### src/rtl/wavetable_rx.sv
// wavetable_rx: serial wavetable frame receiver with a one-deep holding stage.
// Define WAVETABLE_RX_DENSITY_EN to report the number of 1 bits per frame on OnesCount.
module wavetable_rx #(
  parameter int FRAME_BITS = 32
) (
  input  logic                  CLK,
  input  logic                  RST_N,
  input  logic                  AudioBit,
  input  logic                  BitValid,
  input  logic                  Resync,
  input  logic                  FrameReady,
  output logic [0:FRAME_BITS-1] Wavetable,
  output logic [5:0]            OnesCount,
  output logic                  FrameValid,
  output logic                  Overrun
);

  localparam int IDX_W = $clog2(FRAME_BITS);
  localparam logic [IDX_W-1:0] LAST_IDX = IDX_W'(FRAME_BITS - 1);

  typedef enum logic {
    EMPTY = 1'b0,
    FULL  = 1'b1
  } state_e;

  state_e                stateQ, stateD;
  logic [IDX_W-1:0]      idxQ, idxD;
  logic [0:FRAME_BITS-1] shiftQ, shiftD;
  logic [0:FRAME_BITS-1] waveQ, waveD;
  logic                  overrunQ, overrunD;
  logic                  sampleEn;
  logic                  frameDone;
  logic                  loadFrame;

  // Resync wins over BitValid, so a bit offered on a resync edge is never sampled.
  assign sampleEn  = BitValid & ~Resync;
  assign frameDone = sampleEn & (idxQ == LAST_IDX);

  always_comb begin
    idxD   = idxQ;
    shiftD = shiftQ;
    if (Resync) begin
      idxD   = '0;
      shiftD = '0;
    end else if (BitValid) begin
      shiftD[idxQ] = AudioBit;
      idxD         = frameDone ? '0 : idxQ + IDX_W'(1);
    end
  end

  always_comb begin
    stateD    = stateQ;
    waveD     = waveQ;
    overrunD  = overrunQ;
    loadFrame = 1'b0;
    case (stateQ)
      EMPTY: begin
        if (frameDone) begin
          stateD    = FULL;
          loadFrame = 1'b1;
        end
      end
      FULL: begin
        if (frameDone) begin
          if (FrameReady) begin
            loadFrame = 1'b1;
          end else begin
            overrunD = 1'b1;
          end
        end else if (FrameReady) begin
          stateD = EMPTY;
        end
      end
      default: stateD = EMPTY;
    endcase
    // shiftD already carries the final bit, so the frame loads on its completing edge.
    if (loadFrame) begin
      waveD = shiftD;
    end
  end

  always_ff @(posedge CLK or negedge RST_N) begin
    if (!RST_N) begin
      stateQ   <= EMPTY;
      idxQ     <= '0;
      shiftQ   <= '0;
      waveQ    <= '0;
      overrunQ <= 1'b0;
    end else begin
      stateQ   <= stateD;
      idxQ     <= idxD;
      shiftQ   <= shiftD;
      waveQ    <= waveD;
      overrunQ <= overrunD;
    end
  end

  assign Wavetable  = waveQ;
  assign FrameValid = (stateQ == FULL);
  assign Overrun    = overrunQ;

`ifdef WAVETABLE_RX_DENSITY_EN
  logic [5:0] cntQ, cntD;
  logic [5:0] onesQ, onesD;
  logic [5:0] cntWithBit;

  assign cntWithBit = cntQ + {5'd0, AudioBit};

  always_comb begin
    cntD  = cntQ;
    onesD = onesQ;
    if (Resync) begin
      cntD = '0;
    end else if (BitValid) begin
      cntD = frameDone ? 6'd0 : cntWithBit;
    end
    if (loadFrame) begin
      onesD = cntWithBit;
    end
  end

  always_ff @(posedge CLK or negedge RST_N) begin
    if (!RST_N) begin
      cntQ  <= '0;
      onesQ <= '0;
    end else begin
      cntQ  <= cntD;
      onesQ <= onesD;
    end
  end

  assign OnesCount = onesQ;
`else
  assign OnesCount = 6'd0;
`endif

endmodule
### config.mk
export PLATFORM = sky130hd
export DESIGN_NAME = wavetable_rx
export DESIGN_NICKNAME = d
export VERILOG_FILES = /design/src/rtl/wavetable_rx.sv
export SDC_FILE = /design/constraint.sdc
export NUM_CORES = 1
export LEC_CHECK = 0
export CORE_AREA = 2 2 94 96
export CTS_CLUSTER_SIZE = 20
export DETAILED_ROUTE_END_ITERATION = 12
export DIE_AREA = 0 0 96 98
export HOLD_SLACK_MARGIN = 0.03
export PLACE_DENSITY = 0.64
export SLEW_MARGIN = 20
export SYNTH_ARGS = -nofsm -noshare
export SYNTH_HDL_FRONTEND = slang
export SYNTH_SLANG_ARGS = --single-unit
export TNS_END_PERCENT = 1
### constraint.sdc
create_clock -name CLK -period 3 [get_ports CLK]
set_clock_uncertainty 0.05 [all_clocks]
set_input_delay 0.3 -clock CLK [delete_from_list [all_inputs] [get_ports CLK]]
set_output_delay 0.3 -clock CLK [all_outputs]
set_load 0.1 [all_outputs]
### Word level (Yosys, flattened, before mapping)

Index checks and enable logic that the tools add are counted.

* register bits: 71
* bits in latches: 0
* bits in writable memories: 0
* bits in read-only memories: 0
* input bits: 6
* output and inout port bits: 40
* word-level logic and storage cells: 33
* memories kept: 0

* add/sub/neg operators: 1
* $mul: 0
* divide/modulo/power cells: 0
* order comparisons: 2
* eq/ne operators: 1
* shift-type cells: 0
* muxes and demuxes: 15
* bitwise operators: 6
* reductions and logical operators: 3

Operators with widths (number)
* $mux W32: 2
* $bwmux W32: 1
* $mux W5: 3
* $ge A6 B6 Y1 const B: 1
* $lt A6 B1 Y1 const B: 1
* $mux W1: 6
* $not A5 Y6: 1
* $add A5 B1 Y5 const B: 1
* $demux W1 S5: 1
* $eq A5 B5 Y1 const B: 1
* $pmux W1 S2: 2
* $not A1 Y1: 3
* $reduce_and A3 Y1: 1
* $and A1 B1 Y1: 2
* $reduce_bool A2 Y1: 1
* $logic_and A1 B1 Y1: 1

### Logic depth before layout (Yosys ltp)

Gate-level depths: netlist (run 1).

* depth in word-level cells: 8
* gate-level depth with buffers: 9
* gate-level depth less buffers: 6

### Worst setup path before layout (run 1)

Ideal clock, no wire load.

* path kind: flip-flop to flip-flop
* start point: reg idxQ[0]
* end point: reg waveQ (netlist bit Wavetable[6])
* setup time: 0.092 ns
* data arrival time: 1.827 ns
* required time: 2.858 ns
* path slack: 1.031 ns
* cell stages (with the launch flop): 9
* path buffers: 2
* period minus slack after synthesis: 1.969 ns
* path through: dfrtp_1 ha_1 buf_2 and3_1 ha_1 nand3b_1 clkbuf_1 o21ai_0 o31ai_2

* longest elaborated chain between the ends: 8

Ends and longest elaborated chain
* start: declaration: RTL line 27 `logic [IDX_W-1:0] idxQ, idxD;`
* start signal: assignment: RTL line 91 `idxQ <= idxD;`
* $not A5 Y6 (not written as such): RTL line 46 `shiftD[idxQ] = AudioBit;`
* $ge A6 B6 Y1 (not written as such) or $lt A6 B1 Y1 (tied branches): RTL line 46
* $logic_and A1 B1 Y1 (not written as such): RTL line 46
* $mux W1 (not written as such): RTL line 46
* $demux W1 S5: RTL line 46
* $bwmux W32: RTL line 46
* $mux W32: RTL line 45 `end else if (BitValid) begin`
* $mux W32: RTL line 42 `if (Resync) begin`
* end signal: assignment: RTL line 93 `waveQ <= waveD;`
* end: declaration: RTL line 29 `logic [0:FRAME_BITS-1] waveQ, waveD;`

Parallel ways exist; a longest one is shown, timed or not.
A chain may end at the register's enable or synchronous reset.

### Worst setup path after layout (run 1)

* start point: reg idxQ[0]
* end point: reg waveQ (netlist bit Wavetable[13])

The elaborated chain is that of the path after synthesis.

==> results of run 1 <==
cell families (layout without fill, tap and decap cells):
logic type	Yosys count	after routing
other cells	1	6
buf+inv	35	66
flops	71	71
fa+ha+maj	6	6
simple gates	93	93
compound gates	114	114
stage by stage:
stage,total power (W),hold slack (ns)
after global routing,0.00181,0.414
after CTS,0.00176,0.374
final,0.00174,0.373
after floorplan,0.00106,-0.0456
after global placement,0.00110,0.217
after detailed placement,0.00110,0.229
layout make-up:
class                      instances  area share
clock buffer                      11      0.0377
clock inverter                     4     0.00601
inverter                           4     0.00467
multi-input combinational        219       0.345
sequential                        71       0.474
tap                              108      0.0361
timing repair buffer              47      0.0968
registers in the layout, summed over array words and instances, names as in the netlist:
register	cells
idxQ	5
Wavetable	32
shiftQ	32
Overrun	1
FrameValid	1
where the power goes:
group          total, W  internal, W  switching, W
Combinational  0.000114    0.0000227     0.0000913
Clock          0.000663     0.000314      0.000349
Sequential     0.000966     0.000961    0.00000483
metal layers:
layer	up-vias	part of all wire
met5	-	0
met4	0	0.019
met3	16	0.053
met2	88	0.46
met1	1331	0.47
li1	1237	-
worst max path at each step:
stage,cells after the start,from,slack (ns),end
after floorplan,8,idxQ[0],1.03,Wavetable[6]
after global placement,7,idxQ[0],0.62,Wavetable[16]
after detailed placement,6,idxQ[0],0.49,Wavetable[13]
after CTS,6,idxQ[0],0.45,Wavetable[13]
after global routing,6,idxQ[0],0.22,Wavetable[5]
final,6,idxQ[0],0.43,Wavetable[13]
cells in the final DEF (no fill, tap or decap), types with 4 or more instances in the layout:
| master | instances |
|---|---|
| dfrtp_1 | 71 |
| buf_4 | 41 |
| o21ai_0 | 33 |
| a21oi_1 | 31 |
| nor3_1 | 23 |
| nor2_1 | 23 |
| o31ai_1 | 22 |
| a31oi_1 | 21 |
| nand3_1 | 12 |
| clkbuf_8 | 10 |
| and3_1 | 8 |
| ha_1 | 6 |
| conb_1 | 6 |
| nand2_1 | 4 |
| clkdlybuf4s50_1 | 4 |
timing repair:
item | CTS | global route
hold endpoints to repair | 17 | 0
buffers inserted | 0 | 0
endpoints found under the setup margin | 0 | 0
hold buffers | 1 | 0
==> flow_metrics.tcl, run 1 <==
set metrics [dict create \
    cts_max_path_buffers 2 \
    cts_made_buffers 9 \
    initial_core_util 0.385 \
    h-tree-depth 3 \
    path_max_fanout 24 \
    ff2ff_setup_slack_ns 0.43 \
    drcViolationCount 0 \
    vias_per_cell 5.76 \
    finalHoldViolations 0 \
    yosysWarnings 0 \
    port_buffers 39 \
    design_area_mm2 0.00375 \
    instances_no_fill 464 \
    dieArea_mm2 0.00941 \
    pin_count 46 \
    use_met2 0.279 \
    synth-xor-area-share 0 \
    initialDrtViolationCount 143 \
    cpMaxStageDelayCell "dfrtp_1" \
    ys_async_sr_fraction 1.00 \
    dp_cells 448 \
    ant_nets 0 \
    outcome "finished, final reports clean" \
    cts_tree "built" \
    rsz0062_at_grt "false" \
    synth.most_common_cell "dfrtp_1" \
    finalMaxSlewViolations 0 \
    grt_pass1_vias 2584 \
    regToRegEndpoint "Wavetable[13]" \
    synth-seq-cells 71 \
    utilization 0.443 \
    drive_gt1_frac 0.174 \
    insertion_delay_ns 0.35 \
    diodes 0 \
    place_area_mm2 0.00357 \
    routabilityCongestion 0.857 \
    yosys.area_share.simple 0.157 \
    die_h_um 98 \
    max_freq_mhz 390 \
    syn-cell-area_mm2 0.00326 \
    hp-class "input pin to asynchronous set/reset pin" \
    ys_seq_area_frac 0.546 \
    path_cells "ha_1 -> and3_1 -> ha_1 -> and3b_1 -> nand2_4 -> o31ai_1" \
    synth_area_leaders "dfrtp_1 (55%), o21ai_0 (5.1%), o31ai_1 (5.1%), a21oi_1 (4.8%), a31oi_1 (4.0%)" \
    top_usage_layer "met2" \
    fin_crit_ns 2.57 \
    setup_viol 0 \
    synth_fa_ha_area_frac 0.0231 \
    finalSetupTns_ns 0 \
    num_vias 2672 \
    syn_inst 320 \
    layout_setup_ws_ns 0.433 \
    critPathRequiredTime_ns 3.20 \
    critPathMostFrequentCell "ha_1" \
    grtUsageMet1 0.266 \
    antenna_found_initial 0 \
    final-seq-area_mm2 0.00178 \
    path_delay_family "simple AND/OR/NAND/NOR gates" \
    cap_violations 0 \
    synth_top_family_by_area "compound AO/OA/AOI/OAI gates" \
    path_buf_inv 0 \
    row_count 34 \
    cts_resized 0 \
    synth_top_area_cell "dfrtp_1" \
    powerDensity_mw_per_mm2 465 \
    synth_ff_type "dfrtp_1" \
    gr-usage-met3 0.0401 \
    period_share 0.856 \
    syn_to_final_growth_pct 15.1 \
    nFillCells 803 \
    synth_top_area_frac 0.546 \
    synth_common_cells "dfrtp_1 (71), o21ai_0 (33), a21oi_1 (31)" \
    path_clk_slew_ns 0.08 \
    rr_startpoint "idxQ[0]" \
    synth_edf_count 0 \
    cts_root_buffer "clkbuf_8" \
    synth_compound_area_frac 0.209 \
    grt_remaining_overflow 0 \
    cp-end-kind "register" \
    tightest_slew_ns 0.794 \
    grt_pass1_wl_um 13500 \
    cp_data_arrival_time_ns 2.77 \
    worstSetupPathType "register to register" \
    cp_slowest_stage_delay_ns 0.48 \
    cts.sinks 71 \
    p_leak_nw 1.68 \
    crit_path_start_kind "register" \
    multi_input_area_mm2 0.00129 \
    dp_hpwl_um 5560 \
    maxSlewHeadroom 0.469 \
    ir_drop_uv 182 \
    firstDrtPassIters 4 \
    synth_cell_type_count 39 \
    wire_per_inst_um 17.8 \
    drt-total-wl_um 8250 \
    synthMuxAreaShare 0 \
    die_x_um 96 \
    nNetsFinal 364 \
    synth.avg_cell_area_um2 10.2 \
    reg2regPathDepth 6 \
    pre_cts_ws_ns 0.492 \
    grtUsageTotal 0.188 \
    core_mm2 0.00847 \
    grt_max_degree 38 \
]
Power figures use the tool's default switching activity.
==> run 2, diff against run 1 <==
--- a/config.mk
+++ b/config.mk
@@ -10,7 +10,7 @@
 export DETAILED_ROUTE_END_ITERATION = 12
 export DIE_AREA = 0 0 96 98
 export HOLD_SLACK_MARGIN = 0.03
-export PLACE_DENSITY = 0.64
+export PLACE_DENSITY = 0.66
 export SLEW_MARGIN = 20
 export SYNTH_ARGS = -nofsm -noshare
 export SYNTH_HDL_FRONTEND = slang
==> run 2 against run 1 <==
Net effect:
- worst setup slack gained 0.017 ns
- wire length shrank 0.42%
- register-to-register slack gained 0.02 ns
- core utilization grew 0.81 points
- non-clock buffer count shrank 1
- sequential share of layout area shrank 0.86 points
- maximum frequency grew 0.68%
- hold slack gained 0.060 ns
- critical endpoint is now Wavetable[25]
- largest power group unchanged
==> flow_metrics.tcl, run 2 (synthesis results as in run 1) <==
set metrics [dict create \
    top_usage_layer "met1" \
    ant_nets 0 \
    holdWs_ns 0.433 \
    powerDensity_mw_per_mm2 509 \
    cts_made_buffers 9 \
    pin_count 46 \
    finalSetupTns_ns 0 \
    drive_gt1_frac 0.177 \
    rsz0062_at_grt "false" \
    cts_setup_buffers 0 \
    tightest_slew_ns 0.919 \
    cpMaxStageDelayCell "dfrtp_1" \
    grt_max_degree 38 \
    path_cells "ha_1 -> and3_1 -> ha_1 -> and3b_1 -> nand2_4 -> o31ai_1" \
    worstSetupPathType "register to register" \
    power_w 0.00194 \
    min_to "Overrun" \
    wire_per_inst_um 17.7 \
    maxSlewHeadroom 0.386 \
    cts_max_path_buffers 2 \
    hold_depth 1 \
    path_max_fanout 24 \
    cts_tree "built" \
    ir_drop_uv 246 \
    path_clk_slew_ns 0.08 \
    dp_hpwl_um 5480 \
    fin_crit_ns 2.55 \
    firstDrtPassIters 5 \
    finalHoldViolations 0 \
    num_vias 2642 \
    layout_commonest_cell "dfrtp_1" \
    cp_data_arrival_time_ns 2.75 \
    outcome "finished, final reports clean" \
    ff2ff_setup_slack_ns 0.45 \
    dieArea_mm2 0.00941 \
    p_leak_nw 1.71 \
    pwr-share-comb 0.060 \
    critPathMostFrequentCell "ha_1" \
    grt_pass1_wl_um 13400 \
    grtUsageMet1 0.271 \
    p_switching_w 0.000481 \
    cp-end-kind "register" \
    hp-class "register to register" \
    min_from "Overrun" \
    die_h_um 98 \
    row_count 34 \
    cp_slowest_stage_delay_ns 0.48 \
    grt_pass1_vias 2551 \
    cts_root_buffer "clkbuf_8" \
    reg2regPathDepth 6 \
    regToRegEndpoint "Wavetable[25]" \
    nNetsFinal 363 \
    setup_viol 0 \
    vias_per_cell 5.69 \
    switching_share 0.248 \
    insertion_delay_ns 0.34 \
    internal-power_w 0.00146 \
    syn_to_final_growth_pct 17.2 \
    drt-total-wl_um 8220 \
    grt_remaining_overflow 0 \
    final_cell_mix "dfrtp_1 (71), buf_4 (39), o21ai_0 (33)" \
    grtUsageTotal 0.188 \
    crit_path_start_kind "register" \
    initialDrtViolationCount 200 \
    cts.sinks 71 \
    period_share 0.850 \
    antenna_found_initial 0 \
    cap_violations 0 \
    rr_startpoint "idxQ[0]" \
    diodes 0 \
    initial_core_util 0.385 \
    use_met2 0.258 \
    gr-usage-met3 0.0517 \
    pwr-share-clk 0.444 \
    drcViolationCount 0 \
    core_mm2 0.00847 \
    routabilityCongestion 0.886 \
    h-tree-depth 3 \
    finalMaxSlewViolations 0 \
    power_frac_seq 0.496 \
    max_freq_mhz 392 \
    die_x_um 96 \
    port_buffers 39 \
    critPathRequiredTime_ns 3.20 \
]
run 2: power groups by stage:
stage | registers (W) | clock network (W) | logic, W
final | 0.000965 | 0.000863 | 0.000116
after global routing | 0.000966 | 0.000926 | 0.000126
after CTS | 0.000965 | 0.000884 | 0.000116
after detailed placement | 0.000984 | 0 | 0.000115
after global placement | 0.000983 | 0 | 0.000114
after floorplan | 0.000983 | 0 | 0.0000806
run 2: cell type report:
cell class                      instances  area, um2
Multi-Input combinational cell        219       1290
Clock inverter                          7        104
Timing Repair Buffer                   46        368
Tap cell                              108        135
Sequential cell                        71       1780
Fill cell                             806       4650
Clock buffer                            9        124
Inverter                                4       17.5
run 2: worst max-delay path, delay by kind of cell (launching register included):
family	cells	cell delay (ns)
adder cells (fa/ha/maj)	2	0.67
AND/OR/NAND/NOR	3	0.96
flip-flops	1	0.48
AO/OA/AOI/OAI	1	0.28
run 2: per-stage QoR:
| stage | area, um2 | setup WS, ns | instances | utilization |
|---|---|---|---|---|
| after floorplan | 3270 | 1.03 | 325 | - |
| after global placement | 3580 | 0.623 | 447 | 0.423 |
| after detailed placement | 3580 | 0.463 | 447 | 0.423 |
| after CTS | 3820 | 0.451 | 464 | 0.451 |
| after global routing | 3820 | 0.207 | 464 | 0.451 |
| final | 3820 | 0.450 | 464 | 0.451 |
run 2: repair_timing:
action | in CTS | in global routing
endpoints found under the setup margin | 0 | 0
endpoints found under the hold margin | 34 | 0
hold buffers | 1 | 0
gates resized for setup | 0 | 0
run 2: routing by layer:
layer,up-vias,part of all wire
met5,-,0
met1,1266,0.46
met2,109,0.45
li1,1244,-
met4,0,0.027
met3,23,0.066
run 2: worst max path at each step:
| stage | cells after the start | slack, ns | start | endpoint |
|---|---|---|---|---|
| floorplan | 8 | 1.03 | idxQ[0] | Wavetable[6] |
| global placement | 6 | 0.62 | idxQ[0] | Wavetable[3] |
| detailed placement | 6 | 0.46 | idxQ[0] | Wavetable[27] |
| CTS | 6 | 0.45 | idxQ[0] | Wavetable[25] |
| global route | 6 | 0.21 | idxQ[0] | Wavetable[14] |
| finish | 6 | 0.45 | idxQ[0] | Wavetable[25] |
==> run 3, diff against run 2 <==
--- a/config.mk
+++ b/config.mk
@@ -10,7 +10,7 @@
 export DETAILED_ROUTE_END_ITERATION = 12
 export DIE_AREA = 0 0 96 98
 export HOLD_SLACK_MARGIN = 0.03
-export PLACE_DENSITY = 0.66
+export PLACE_DENSITY = 0.68
 export SLEW_MARGIN = 20
 export SYNTH_ARGS = -nofsm -noshare
 export SYNTH_HDL_FRONTEND = slang
==> constraint.sdc (replaced) <==
create_clock -name CLK -period 2.3 [get_ports CLK]
set_clock_uncertainty 0.05 [all_clocks]
set_input_delay 0.23 -clock CLK [delete_from_list [all_inputs] [get_ports CLK]]
set_output_delay 0.23 -clock CLK [all_outputs]
set_load 0.1 [all_outputs]
==> run 3 against run 2 <==
Net effect:
- maximum frequency is 24% higher
- design area rose by 1.1%
- sequential share of layout area fell by 0.47 points
- core utilization increased by 0.49 points
- final cell count grew 1.7%
- non-clock buffer count rose by 8
- die area stayed put
==> flow_metrics.tcl, run 3 (synthesis results as in run 1) <==
set metrics [dict create \
    grtUsageTotal 0.187 \
    h-tree-depth 3 \
    finalMaxSlewViolations 0 \
    dp_hpwl_um 5580 \
    cts_made_buffers 9 \
    num_vias 2691 \
    grt_pass1_wl_um 13500 \
    maxSlewHeadroom 0.656 \
    die_x_um 96 \
    grt_max_degree 52 \
    hp-class "input pin to asynchronous set/reset pin" \
    row_count 34 \
    drt-total-wl_um 8320 \
    cts_setup_buffers 0 \
    firstDrtPassIters 5 \
    max_freq_mhz 486 \
    path_max_fanout 12 \
    outcome "finished, final reports clean" \
    place_area_mm2 0.00364 \
    cts_max_path_buffers 2 \
    p_leak_nw 1.74 \
    period_share 0.895 \
    routabilityCongestion 0.886 \
    port_buffers 39 \
    pin_count 46 \
    initial_core_util 0.385 \
    die_h_um 98 \
    core_mm2 0.00847 \
    cap_violations 0 \
    worstSetupPathType "register to register" \
    finalSetupTns_ns 0 \
    final-seq-area_mm2 0.00178 \
    layout_commonest_cell "dfrtp_1" \
    ir_drop_uv 259 \
    ant_nets 0 \
    cts_tree "built" \
    setup_viol 0 \
    initialDrtViolationCount 199 \
    grt_remaining_overflow 0 \
    rsz0062_at_grt "false" \
    dieArea_mm2 0.00941 \
    antenna_found_initial 0 \
    diodes 0 \
    drcViolationCount 0 \
    nFillCells 818 \
    drive_gt1_frac 0.192 \
    cp_data_arrival_time_ns 2.23 \
    path_clk_slew_ns 0.08 \
    nNetsFinal 371 \
    multi_input_area_mm2 0.00129 \
    critPathRequiredTime_ns 2.47 \
    final_cell_mix "dfrtp_1 (70), buf_4 (47), o21ai_0 (33)" \
    fin_crit_ns 2.06 \
    finalHoldViolations 0 \
    design_area_mm2 0.00386 \
    cts_root_buffer "clkbuf_8" \
    crit_path_start_kind "register" \
    cp-end-kind "register" \
    grt_pass1_vias 2665 \
    cts.sinks 71 \
    insertion_delay_ns 0.35 \
    wire_per_inst_um 17.6 \
    syn_to_final_growth_pct 18.5 \
    regToRegEndpoint "Wavetable[7]" \
    powerDensity_mw_per_mm2 642 \
    tightest_slew_ns 0.515 \
    ff2ff_setup_slack_ns 0.24 \
    reg2regPathDepth 7 \
    vias_per_cell 5.70 \
    rr_startpoint "idxQ[1]" \
]
## run 3: cell types whose count changed in the layout (fill, tap and decap cells not counted), sizes merged
cell	before	now
inv	6	4
clkbuf	9	12
buf	41	49
clkinv	3	2
## run 3: layout make-up
cell class	instances	area share
timing repair buffer	54	0.111
multi-input combinational	219	0.335
inverter	4	0.00454
clock buffer	12	0.0350
clock inverter	4	0.0182
tap	108	0.0350
sequential	71	0.461
## run 3: critical path, cell delays in order, from the launching register on
cell and delay, ns:
dfrtp_1 0.44, ha_1 0.20, and3_1 0.15, ha_1 0.26
nand3b_1 0.29, buf_4 0.28, o21ai_0 0.16, o31ai_1 0.11
## run 3: through the flow
step | hold WS [ns] | utilization | instances | power [W] | setup WS, ns
after floorplan | -0.116 | - | 325 | 0.00139 | 0.331
after global placement | 0.174 | 0.430 | 455 | 0.00143 | 0.194
after detailed placement | 0.176 | 0.430 | 455 | 0.00144 | 0.0361
after CTS | 0.337 | 0.455 | 472 | 0.00249 | 0.0367
after global routing | 0.383 | 0.456 | 472 | 0.00257 | 0.0214
final | 0.338 | 0.456 | 472 | 0.00248 | 0.242
## run 3: where the power goes
group / internal, W / leakage, nW / switching [W]
registers: 0.00125 / 0.989 / 0.00000536
clock network: 0.000609 / 0.104 / 0.000453
logic: 0.0000339 / 0.645 / 0.000121
## run 3: layer usage
metal / vias up / global-route usage / share of wire
li1: 1248 / - / -
met1: 1329 / 0.259 / 0.45
met2: 96 / 0.276 / 0.46
met3: 18 / 0.0478 / 0.061
met4: 0 / 0.0824 / 0.031
met5: - / 0 / 0
## run 3: worst max path at each step
stage,startpoint,endpoint,slack (ns),depth (start not counted)
after floorplan,idxQ[0],Wavetable[6],0.33,8
after global placement,idxQ[0],Wavetable[4],0.19,6
after detailed placement,idxQ[0],Wavetable[12],0.04,6
after CTS,idxQ[0],Wavetable[12],0.04,6
after global routing,idxQ[1],Wavetable[7],0.02,7
final,idxQ[1],Wavetable[7],0.24,7
## run 3: what timing repair did
item                       4_1_cts  5_1_grt
hold buffers                     1        0
hold endpoints to repair        20        0
gates resized for setup          0        2
setup endpoints to repair        0        9
